### config.mk
export PLATFORM = sky130hd
export DESIGN_NAME = demultiplexor3_collect
export DESIGN_NICKNAME = d
export VERILOG_FILES = /design/src/rtl/demux_pkg.sv /design/src/rtl/decoder3to8.sv /design/src/rtl/demultiplexor3_collect.sv
export SDC_FILE = /design/constraint.sdc
export NUM_CORES = 1
export LEC_CHECK = 0
export BUFFER_PORTS_ARGS = -buffer_cell sky130_fd_sc_hd__buf_2
export CAP_MARGIN = 25
export CORE_MARGIN = 2
export CORE_UTILIZATION = 30
export CTS_CLUSTER_SIZE = 40
export DETAILED_ROUTE_END_ITERATION = 7
export GPL_TIMING_DRIVEN = 0
export MAX_ROUTING_LAYER = met4
export PLACE_DENSITY = 0.58
export SYNTH_ARGS = -nofsm -noshare
export SYNTH_HDL_FRONTEND = slang
export SYNTH_SLANG_ARGS = --single-unit
### constraint.sdc
create_clock -name clk -period 2.03 [get_ports clk]
set_input_delay 0.3045 -clock clk [delete_from_list [all_inputs] [get_ports clk]]
set_output_delay 0.3045 -clock clk [all_outputs]
set_load 0.1 [all_outputs]
### src/rtl/demux_pkg.sv
// Shared types and sizing for the 1:WIDTH bit-collecting demultiplexor.
package demux_pkg;
  localparam int WIDTH = 8;
  localparam int SEL_W = $clog2(WIDTH);

  typedef enum logic {COLLECT, HOLD} demux_state_t;
  typedef logic [WIDTH-1:0] lane_vec_t;
endpackage

### src/rtl/decoder3to8.sv
// Select-to-one-hot decoder gated by an enable; one compare per lane.
module decoder3to8 #(
  parameter int WIDTH = 8,
  parameter int SEL_W = $clog2(WIDTH)
) (
  input  logic [SEL_W-1:0] sel,
  input  logic             en,
  output logic [WIDTH-1:0] onehot
);
  for (genvar i = 0; i < WIDTH; i++) begin : g_lane
    assign onehot[i] = en && (sel == SEL_W'(i));
  end
endmodule

### src/rtl/demultiplexor3_collect.sv
// Registered 1:WIDTH demux that rebuilds a parallel word from a serial bit stream
// and hands it off with a valid/ready handshake.
module demultiplexor3_collect
  import demux_pkg::*;
#(
  parameter int WIDTH = demux_pkg::WIDTH,
  parameter int SEL_W = $clog2(WIDTH)
) (
  input  logic             clk,
  input  logic             rst,
  input  logic             in,
  input  logic             in_valid,
  output logic             in_ready,
  input  logic [SEL_W-1:0] sel,
  input  logic             auto_sel,
  output logic [WIDTH-1:0] out,
  output logic             out_valid,
  input  logic             out_ready
);
  demux_state_t     state, state_next;
  logic [WIDTH-1:0] mask;
  logic [SEL_W-1:0] ptr;
  logic [SEL_W-1:0] dest;
  logic [WIDTH-1:0] we;
  logic             accept;
  logic             handoff;

  assign in_ready  = (state == COLLECT);
  assign out_valid = (state == HOLD);
  assign accept    = in_valid && in_ready;
  assign handoff   = out_valid && out_ready;
  assign dest      = auto_sel ? ptr : sel;

  decoder3to8 #(.WIDTH(WIDTH), .SEL_W(SEL_W)) u_dec (
    .sel    (dest),
    .en     (accept),
    .onehot (we)
  );

  always_comb begin
    state_next = state;
    case (state)
      COLLECT: if (&(mask | we)) state_next = HOLD;
      HOLD:    if (handoff)      state_next = COLLECT;
      default: state_next = COLLECT;
    endcase
  end

  always_ff @(posedge clk or posedge rst) begin
    if (rst) begin
      state <= COLLECT;
      out   <= '0;
      mask  <= '0;
      ptr   <= '0;
    end else begin
      state <= state_next;
      if (handoff) begin
        // out is left as-is; lanes get overwritten by the next word
        mask <= '0;
        ptr  <= '0;
      end else begin
        out  <= (out & ~we) | (we & {WIDTH{in}});
        mask <= mask | we;
        if (accept && auto_sel) ptr <= ptr + 1'b1;
      end
    end
  end
endmodule

==> results of run 1 <==
==> synth_stat cells (2+ instances only) <==
cell,number
sky130_fd_sc_hd__a21boi_0,3
sky130_fd_sc_hd__a21oi_1,7
sky130_fd_sc_hd__mux2_1,6
sky130_fd_sc_hd__inv_1,6
sky130_fd_sc_hd__o21a_1,2
sky130_fd_sc_hd__a221o_1,2
sky130_fd_sc_hd__nand2_1,7
sky130_fd_sc_hd__a211oi_2,2
sky130_fd_sc_hd__dfrtp_1,20
sky130_fd_sc_hd__and3_1,3
sky130_fd_sc_hd__mux2_2,4
sky130_fd_sc_hd__and2_1,2
sky130_fd_sc_hd__nor2_1,3
==> how the worst min path moves through the flow <==
stage	depth (start not counted)	endpoint	start	slack, ps
final	2	asynchronous set/reset pin	rst	110
after CTS	2	asynchronous set/reset pin	rst	130
after global routing	2	asynchronous set/reset pin	rst	180
after floorplan	1	asynchronous set/reset pin	rst	270
after global placement	2	asynchronous set/reset pin	rst	460
after detailed placement	2	asynchronous set/reset pin	rst	480
==> cells in the final DEF, fill, tap and decap left out, drive strengths merged <==
master / n
a222oi: 1
a31o: 1
or2: 2
nand2b: 1
o211ai: 2
nand2: 7
a21boi: 3
and3b: 1
a41o: 1
o21ai: 1
o21a: 2
nor2: 3
and2: 2
buf: 20
nor2b: 1
o31ai: 1
dfrtp: 20
a22o: 1
a31oi: 1
mux2i: 1
and3: 4
nand3: 1
bufinv: 1
mux2: 10
a21oi: 7
o32ai: 1
or3b: 1
ha: 1
nor3b: 1
nor3: 1
clkbuf: 3
a221o: 2
nand3b: 1
inv: 5
clkinvlp: 1
o2111ai: 1
a211oi: 2
==> layer usage <==
metal  vias up  wire (um)  GRT usage, %
met3         6         97          1.79
met1       392        959          15.4
li1        391          -             -
met4         0         38          5.00
met5         -          0             -
met2        18       1080          19.4
==> logic make-up (layout without fill, tap and decap cells) <==
logic type,count (synthesis),in the layout,synth area share [%]
muxes,11,11,12.0
DFF,20,20,47.7
AOI/OAI and AO/OA,27,27,20.9
buffers and inverters,8,30,3.69
and+or+nand+nor,26,26,14.5
adders and majority gates,1,1,1.19
==> area by class of cell <==
class	count	share of cell area [%]
buffer	2	1.48
inverter	6	2.08
clock buffer	3	1.78
sequential	20	39.9
clock inverter	1	2.37
multi-input combinational	65	40.8
timing repair buffer	18	7.12
tap	46	4.55
==> through the flow <==
step                      std cells  hold WS [ps]
after floorplan                  93           268
after global placement          157           462
final                           161           109
after CTS                       161           135
after detailed placement        157           476
after global routing            161           176
==> flow_metrics.py, run 1 <==
metrics = {
    "run_status": {
        "outcome": "completed",
    },
    "yosys": {
        "yosys_most_used_dff": "sky130_fd_sc_hd__dfrtp_1",
        "synthDominantAreaCellType": "sky130_fd_sc_hd__dfrtp_1",
        "synth_seq_area_share_pct": 47.7,
        "postSynthCellCount": 93,
        "synthDominantCellAreaShare_pct": 47.7,
        "synth-seq-cells": 20,
        "synth-warning-count": 0,
        "post_synth_edffs": 0,
        "top_cells_by_area_synth": "sky130_fd_sc_hd__dfrtp_1, sky130_fd_sc_hd__mux2_1, sky130_fd_sc_hd__mux2_2",
        "synthDistinctLibCells": 39,
        "synth_async_sr_flop_share_pct": 100,
        "synthesis.nets": 103,
        "synth_area_per_cell_um2": 11.3,
        "synth_area_um2": 1050,
    },
    "cells_and_area": {
        "antenna_cells": 0,
        "post_layout_inst_area_um2": 1260,
        "seqCellArea_um2": 504,
        "fin_nets": 126,
        "fillerInstances": 355,
        "final_util_pct": 37.9,
        "final_layout_size_suffix_gt1_share_pct": 33.9,
        "multi_input_comb_area_um2": 515,
        "flow.area_growth_from_synthesis_pct": 20.5,
    },
    "critical_path": {
        "timing_worst_setup_path_type": "flip-flop to flip-flop",
        "buf_inv_stages_crit_path": 1,
        "worst-path-stages": 5,
        "required_ps": 2270,
        "crit-reg2reg-launch": "out_valid",
        "crit_path_end_kind": "flip-flop",
        "end_of_the_worst_register_to_register_path": "out_valid",
        "ff2ff_setup_slack_ps": 130,
        "slowest_delay_ps": 490,
        "data_arrival_at_the_endpoint_of_the_critical_path_ps": 2140,
        "worst-path-max-fanout": 10,
        "crit_startpoint": "out_valid",
        "rr_worst_depth": 5,
        "crit_chain": "buf_4 > nor2b_1 > o211ai_1 > a222oi_1 > a41o_1",
        "category_of_cells_accounting_for_the_largest_share_of_critical_path_delay": "compound AO/OA/AOI/OAI gates",
        "slowest_stage": "sky130_fd_sc_hd__dfrtp_4",
        "timing.critical_path.to": "out_valid",
        "crit_path_start_kind": "flip-flop",
    },
    "routing": {
        "detail-route-antenna-nets": 0,
        "firstDrtPassIters": 4,
        "dr_total_vias": 807,
        "routed_wl_um": 2180,
        "detail_route.vias_per_cell": 5.01,
        "avgRoutedWirePerCell_um": 13.5,
        "first_iter_violations": 43,
        "drcViolationCount": 0,
    },
    "floorplanning": {
        "core.rowCount": 21,
        "dieHeight_um": 63.2,
        "start_util_pct": 31.5,
        "die-area_um2": 3990,
        "placeableCoreArea_um2": 3340,
        "die_outline_width_um": 63.2,
        "pin_count": 19,
    },
    "placed_design": {
        "placedInstanceArea_um2": 1210,
        "globalplace.congestion": 0.819,
        "count_of_input_and_output_buffers": 18,
        "pre_cts_ws_ps": 158,
        "place_hpwl_um": 1680,
    },
    "clocking": {
        "cts.htree.levels": 1,
        "cts_resized": 0,
        "cts_tree": "built",
        "numClockSinks": 20,
        "clk_root_buffer_cell": "sky130_fd_sc_hd__clkbuf_4",
        "clkTransAtPathRegs_ps": 110,
        "post-cts-setup-buffer-count": 0,
        "clock_insertion_delay_worst_skew_ps": 310,
        "postCtsHoldBufs": 0,
        "num_cts_buffers": 3,
        "clock_path_buffers": 2,
    },
    "global_routing": {
        "grt_antenna_before_repair": 0,
        "globalRouteOverflowTotal": 0,
        "grt_pass1_wl_um": 3760,
        "grtUsageTotal_pct": 12.1,
        "pin_count_of_the_biggest_net_entering_global_routing": 21,
        "via_count_of_the_first_global_routing_pass": 814,
    },
    "flow_run": {
        "max_cap_viol_count": 0,
    },
    "timing": {
        "tns_ps": 0,
        "grt_setup_unrepaired": "false",
        "worst_slew_pin_slew_ps": 759,
        "final_period_minus_worst_setup_slack_ps": 1900,
        "max_freq_ghz": 0.525,
        "fin_worst_skew_ps": 3.22,
        "setup-violations-final": 0,
        "finalCritPeriodShare_pct": 93.8,
        "timing.final.hold_violations": 0,
        "final_max_tran_viols": 0,
        "slew-limit-headroom_pct": 49.3,
        "final_ws_setup_ps": 126,
    },
    "hold_path": {
        "hold_class": "input port to asynchronous set/reset pin",
    },
}
Power of run 1 is left out: the tool's default activity adds up to more than one toggle a clock period on the data nets, which glitch-free logic cannot reach.
==> run 2: changes to the inputs <==
--- a/config.mk
+++ b/config.mk
@@ -5,6 +5,7 @@
 export SDC_FILE = /design/constraint.sdc
 export NUM_CORES = 1
 export LEC_CHECK = 0
+export ABC_AREA = 1
 export BUFFER_PORTS_ARGS = -buffer_cell sky130_fd_sc_hd__buf_2
 export CAP_MARGIN = 25
 export CORE_MARGIN = 2
@@ -13,7 +14,7 @@
 export DETAILED_ROUTE_END_ITERATION = 7
 export GPL_TIMING_DRIVEN = 0
 export MAX_ROUTING_LAYER = met4
-export PLACE_DENSITY = 0.58
+export PLACE_DENSITY = 0.59
 export SYNTH_ARGS = -nofsm -noshare
 export SYNTH_HDL_FRONTEND = slang
 export SYNTH_SLANG_ARGS = --single-unit
==> run 2 against run 1 <==
- via count decreased by 7.2%
- clock skew about the same
- first-iteration DRC count decreased by 58%
- wire length decreased by 20%
- cell count increased by 16%
- setup slack improved by 350 ps
- fmax increased by 22%
- count of clock-buffer cells in the layout increased by 1
- sequential cell count unchanged
- die area decreased by 9.2%
- non-clock buffer count decreased by 2
- sequential share of layout area increased by 4.5 points
- critical endpoint is now in_ready
==> flow_metrics.py, run 2 <==
metrics = {
    "pwr": {
        "clockPowerShare_pct": 12.1,
        "power_switching_share_pct": 54.5,
        "power.ir.vdd_worst_mv": 0.679,
        "cellInternalPower_w": 0.000888,
        "p_comb_share_pct": 54.5,
        "power-per-cell-area_nw_per_um2": 1730,
        "p_sw_w": 0.00106,
        "seq_power_share_pct": 33.4,
        "leakagePower_nw": 0.616,
    },
    "critical_path": {
        "timing_worst_setup_path_type": "flip-flop to output port",
        "data_arrival_at_the_endpoint_of_the_critical_path_ps": 1250,
        "crit_path_end_kind": "output port",
        "crit_path_start_kind": "flip-flop",
        "worst-path-max-fanout": 4,
        "required_ps": 1730,
    },
    "yosys": {
        "postSynthCellCount": 120,
        "synth-seq-cells": 20,
        "synth_area_um2": 947,
        "synthesis.nets": 130,
        "synth_seq_area_share_pct": 52.8,
        "synthDistinctLibCells": 14,
        "synthDominantCellAreaShare_pct": 52.8,
        "synth-warning-count": 0,
        "synth_area_per_cell_um2": 7.89,
        "top_cells_by_area_synth": "sky130_fd_sc_hd__dfrtp_1, sky130_fd_sc_hd__nand2_1, sky130_fd_sc_hd__inv_1",
        "yosys_most_used_dff": "sky130_fd_sc_hd__dfrtp_1",
        "netlist_top_cells_count": "sky130_fd_sc_hd__nand2_1, sky130_fd_sc_hd__dfrtp_1, sky130_fd_sc_hd__inv_1, sky130_fd_sc_hd__a21oi_1, sky130_fd_sc_hd__o21ai_1",
        "count_leader_synth": "sky130_fd_sc_hd__nand2_1",
        "post_synth_edffs": 0,
        "synthDominantAreaCellType": "sky130_fd_sc_hd__dfrtp_1",
        "synth_async_sr_flop_share_pct": 100,
    },
    "cells_and_area": {
        "fin_cells": 186,
        "fillerInstances": 315,
        "flow.area_growth_from_synthesis_pct": 19.3,
        "final_layout_size_suffix_gt1_share_pct": 24.6,
        "final_cell_mix": "sky130_fd_sc_hd__nand2_1, sky130_fd_sc_hd__dfrtp_1, sky130_fd_sc_hd__buf_2, sky130_fd_sc_hd__inv_1, sky130_fd_sc_hd__a21oi_1",
        "fin_nets": 153,
        "mostFrequentLayoutCell": "sky130_fd_sc_hd__nand2_1",
        "antenna_cells": 0,
    },
    "timing": {
        "fin_worst_skew_ps": 3.50,
        "slew-limit-headroom_pct": 50.7,
        "finalCritPeriodShare_pct": 76.8,
        "final_max_tran_viols": 0,
        "max_freq_ghz": 0.642,
        "worst_slew_pin_slew_ps": 739,
        "final_period_minus_worst_setup_slack_ps": 1560,
        "grt_setup_unrepaired": "false",
        "tns_ps": 0,
        "final_ws_setup_ps": 471,
        "timing.final.hold_violations": 0,
        "setup-violations-final": 0,
    },
    "global_routing": {
        "grt_antenna_before_repair": 0,
        "grtUsageTotal_pct": 12.3,
        "pin_count_of_the_biggest_net_entering_global_routing": 21,
        "grt_pass1_wl_um": 3160,
        "globalRouteOverflowTotal": 0,
        "via_count_of_the_first_global_routing_pass": 738,
    },
    "routing": {
        "avgRoutedWirePerCell_um": 9.41,
        "firstDrtPassIters": 4,
        "dr_total_vias": 749,
        "detail-route-antenna-nets": 0,
        "drcViolationCount": 0,
        "first_iter_violations": 18,
        "detail_route.vias_per_cell": 4.03,
        "routed_wl_um": 1750,
    },
    "clocking": {
        "cts_resized": 0,
        "numClockSinks": 20,
        "cts_tree": "built",
        "clk_root_buffer_cell": "sky130_fd_sc_hd__clkbuf_4",
        "clock_insertion_delay_worst_skew_ps": 300,
        "clkTransAtPathRegs_ps": 120,
        "num_cts_buffers": 3,
        "post-cts-setup-buffer-count": 0,
        "clock_path_buffers": 2,
        "cts.htree.levels": 1,
        "postCtsHoldBufs": 0,
    },
    "placed_design": {
        "post-place-cells": 182,
        "pre_cts_ws_ps": 611,
        "place_hpwl_um": 1340,
        "globalplace.congestion": 0.770,
        "count_of_input_and_output_buffers": 18,
    },
    "flow_run": {
        "max_cap_viol_count": 0,
    },
    "floorplanning": {
        "dieHeight_um": 60.2,
        "core.rowCount": 20,
        "start_util_pct": 31.3,
        "placeableCoreArea_um2": 3030,
        "die_outline_width_um": 60.2,
        "die-area_um2": 3620,
        "pin_count": 19,
    },
    "hold_path": {
        "hold_class": "input port to asynchronous set/reset pin",
    },
    "run_status": {
        "outcome": "completed",
    },
}
run 2: logic make-up (layout without fill, tap and decap cells):
group	count (synthesis)	count (layout)	share of synthesized area (%)
AOI/OAI and AO/OA	21	21	11.5
adders and majority gates	1	1	1.32
buffers and inverters	18	40	7.13
DFF	20	20	52.8
and+or+nand+nor	60	60	27.2
run 2: path summary, 6_finish.rpt:
path                            slack, ps  startpoint  cells after the start                         end
worst max-delay path                  470   out_valid                      2                    in_ready
worst min-delay path                  100         rst                      2  asynchronous set/reset pin
worst max register to register        640   out_valid                      9                   out_valid
worst min register to register        500   flip-flop                      2                   flip-flop
max in group asynchronous            1420         rst                      2                   out_valid
min in group clk                      350   out_ready                      4                   out_valid
run 2: cell type report:
cell class / instances / area (um^2) / share of cell area (%)
Sequential cell: 20 / 502 / 44.4
Multi-Input combinational cell: 82 / 379 / 33.6
Timing Repair Buffer: 18 / 90.1 / 7.97
Inverter: 18 / 67.6 / 5.98
Tap cell: 44 / 55.1 / 4.87
Clock buffer: 4 / 36.3 / 3.21
run 2: metrics by stage:
stage	total power (W)	util, %	area [um^2]	hold WS (ps)
global placement	0.00172	36.1	1090	463
detailed placement	0.00173	36.1	1090	475
finish	0.00195	37.3	1130	105
floorplan	0.00156	-	948	268
CTS	0.00197	37.3	1130	135
global route	0.00210	37.3	1130	187
run 2: critical path, stage by stage (launching register included):
cell,delay [ps]
sky130_fd_sc_hd__dfrtp_2,440
sky130_fd_sc_hd__inv_2,80
sky130_fd_sc_hd__buf_2,420
run 2: power groups by stage:
stage / clock network, W / logic (W) / registers [W]
after floorplan: 0 / 0.000334 / 0.00123
after global placement: 0 / 0.00107 / 0.000656
after detailed placement: 0 / 0.00107 / 0.000662
after CTS: 0.000242 / 0.00107 / 0.000654
after global routing: 0.000260 / 0.00116 / 0.000673
final: 0.000236 / 0.00106 / 0.000652
run 2: layer usage:
metal	share of wire, %	track usage [%]
met1	53	15.4
met2	42	18.3
met3	3.1	2.60
met4	1.5	6.67
met5	0	-
Note: power is estimated with default switching activity, not from simulation.
==> run 3: changes to the inputs <==
==> constraint.sdc (replaced) <==
create_clock -name clk -period 1.5 [get_ports clk]
set_input_delay 0.225 -clock clk [delete_from_list [all_inputs] [get_ports clk]]
set_output_delay 0.225 -clock clk [all_outputs]
set_load 0.1 [all_outputs]
==> run 3 against run 2 <==
- global-route usage rose by 0.10 points
- sequential cell count did not move
- hold slack got worse by 76 ps
- sequential share of layout area fell by 2.1 points
- count of clock-buffer cells in the layout did not move
- critical path depth did not move
- non-clock buffer count rose by 2
- sequential power rose by 36%
- clock skew fell by 0.93 ps
- critical path type unchanged
- largest cell class unchanged
==> flow_metrics.py, run 3 (same netlist as run 2, synthesis figures left out) <==
metrics = {
    "clocking": {
        "clock_path_buffers": 2,
        "clk_root_buffer_cell": "sky130_fd_sc_hd__clkbuf_4",
        "cts.htree.levels": 1,
        "num_cts_buffers": 3,
        "postCtsHoldBufs": 0,
        "cts_tree": "built",
        "numClockSinks": 20,
        "clkTransAtPathRegs_ps": 110,
        "clock_insertion_delay_worst_skew_ps": 300,
    },
    "routing": {
        "avgRoutedWirePerCell_um": 9.72,
        "detail-route-antenna-nets": 0,
        "first_iter_violations": 21,
        "firstDrtPassIters": 6,
        "routed_wl_um": 1830,
        "dr_total_vias": 788,
        "drcViolationCount": 0,
        "detail_route.vias_per_cell": 4.19,
    },
    "pwr": {
        "power.ir.vdd_worst_mv": 0.743,
        "p_comb_share_pct": 55.1,
        "leakagePower_nw": 0.636,
        "clockPowerShare_pct": 11.8,
        "p_sw_w": 0.00146,
        "power_switching_share_pct": 54.4,
        "power-per-cell-area_nw_per_um2": 2250,
        "power_w": 0.00268,
        "seq_power_share_pct": 33.1,
        "cellInternalPower_w": 0.00122,
    },
    "floorplanning": {
        "core.rowCount": 20,
        "pin_count": 19,
        "die-area_um2": 3620,
        "die_outline_width_um": 60.2,
        "dieHeight_um": 60.2,
        "start_util_pct": 31.3,
        "placeableCoreArea_um2": 3030,
    },
    "timing": {
        "final_ws_setup_ps": 67.2,
        "finalCritPeriodShare_pct": 95.5,
        "worst_slew_pin_slew_ps": 751,
        "max_freq_ghz": 0.698,
        "fin_worst_skew_ps": 2.57,
        "final_max_tran_viols": 0,
        "timing.final.hold_violations": 0,
        "slew-limit-headroom_pct": 49.9,
        "final_period_minus_worst_setup_slack_ps": 1430,
        "grt_setup_unrepaired": "true",
        "setup-violations-final": 0,
    },
    "cells_and_area": {
        "fin_nets": 155,
        "antenna_cells": 0,
        "final_util_pct": 39.4,
        "flow.area_growth_from_synthesis_pct": 25.9,
        "mostFrequentLayoutCell": "sky130_fd_sc_hd__nand2_1",
        "final_layout_size_suffix_gt1_share_pct": 29.9,
        "final_cell_mix": "sky130_fd_sc_hd__nand2_1, sky130_fd_sc_hd__dfrtp_1, sky130_fd_sc_hd__inv_1, sky130_fd_sc_hd__buf_2, sky130_fd_sc_hd__a21oi_1",
    },
    "placed_design": {
        "globalplace.congestion": 0.805,
        "count_of_input_and_output_buffers": 18,
        "place_hpwl_um": 1420,
        "pre_cts_ws_ps": 111,
    },
    "critical_path": {
        "crit-reg2reg-launch": "out_valid",
        "crit_path_start_kind": "flip-flop",
        "rr_worst_depth": 9,
        "crit_path_end_kind": "output port",
        "end_of_the_worst_register_to_register_path": "out_valid",
        "timing_worst_setup_path_type": "flip-flop to output port",
        "data_arrival_at_the_endpoint_of_the_critical_path_ps": 1210,
        "worst-path-max-fanout": 4,
        "ff2ff_setup_slack_ps": 90,
        "required_ps": 1270,
    },
    "global_routing": {
        "pin_count_of_the_biggest_net_entering_global_routing": 21,
        "globalRouteOverflowTotal": 0,
        "grtUsageTotal_pct": 12.4,
        "grt_antenna_before_repair": 0,
        "grt_pass1_wl_um": 3210,
        "via_count_of_the_first_global_routing_pass": 737,
    },
    "run_status": {
        "outcome": "completed",
    },
    "flow_run": {
        "max_cap_viol_count": 0,
    },
    "hold_path": {
        "hold_class": "input port to asynchronous set/reset pin",
    },
}
==> run 3: cell types whose count changed in the layout (fill, tap and decap cells not counted), sizes merged <==
cell,change
clkbuf,+1
buf,+1
==> run 3: routing by layer <==
metal | global-route usage [%] | vias up | routed length, um | part of all wire (%)
met4 | 6.67 | 0 | 43 | 2.4
met3 | 1.95 | 4 | 55 | 3.0
li1 | - | 420 | - | -
met2 | 20.5 | 16 | 887 | 49
met5 | - | - | 0 | 0
met1 | 14.3 | 348 | 841 | 46
==> run 3: power by group through the flow <==
stage               Sequential, W  Clock, W  Combinational, W
floorplan                 0.00167         0          0.000464
detailed placement       0.000900         0           0.00147
finish                   0.000885  0.000317           0.00148
global route             0.000916  0.000347           0.00159
global placement         0.000891         0           0.00145
CTS                      0.000888  0.000328           0.00147
==> run 3: how the worst max path moves through the flow <==
stage,startpoint,endpoint,slack [ps],depth (start not counted)
after floorplan,out_valid,out_valid,-20,9
after global placement,out_valid,out_valid,120,9
after detailed placement,out_valid,out_valid,110,9
after CTS,out_valid,out_valid,20,1
after global routing,out_valid,out_valid,-20,9
final,out_valid,in_ready,70,2
==> run 3: layout make-up <==
| type | instances | area [um^2] |
|---|---|---|
| multi-input cells | 82 | 407 |
| well taps | 44 | 55.1 |
| clock buffers | 4 | 36.3 |
| fillers | 314 | 1840 |
| flip-flops and latches | 20 | 504 |
| inverters | 18 | 80.1 |
| repair buffers | 20 | 110 |
==> run 3: critical path, stage by stage (launching register included) <==
cell and delay [ps]:
sky130_fd_sc_hd__dfrtp_4 550, sky130_fd_sc_hd__inv_12 80, sky130_fd_sc_hd__buf_4 280
==> run 3: what timing repair did <==
action / CTS / global route
endpoints found under the setup margin: 1 / 2
buffers inserted: 0 / 2
resized for setup: 1 / 6
pin swaps: 0 / 2
hold endpoints to repair: 0 / 0
==> run 3: through the flow <==
step / instance area [um^2] / std cells / hold slack, ps / TNS, ps
2_1_floorplan: 978 / 120 / 189 / -19.1
3_3_place_gp: 1120 / 182 / 396 / 0
3_5_place_dp: 1120 / 182 / 409 / 0
4_1_cts: 1160 / 186 / 65.8 / 0
5_1_grt: 1190 / 188 / 91.9 / -15.3
6_report: 1190 / 188 / 29.1 / 0
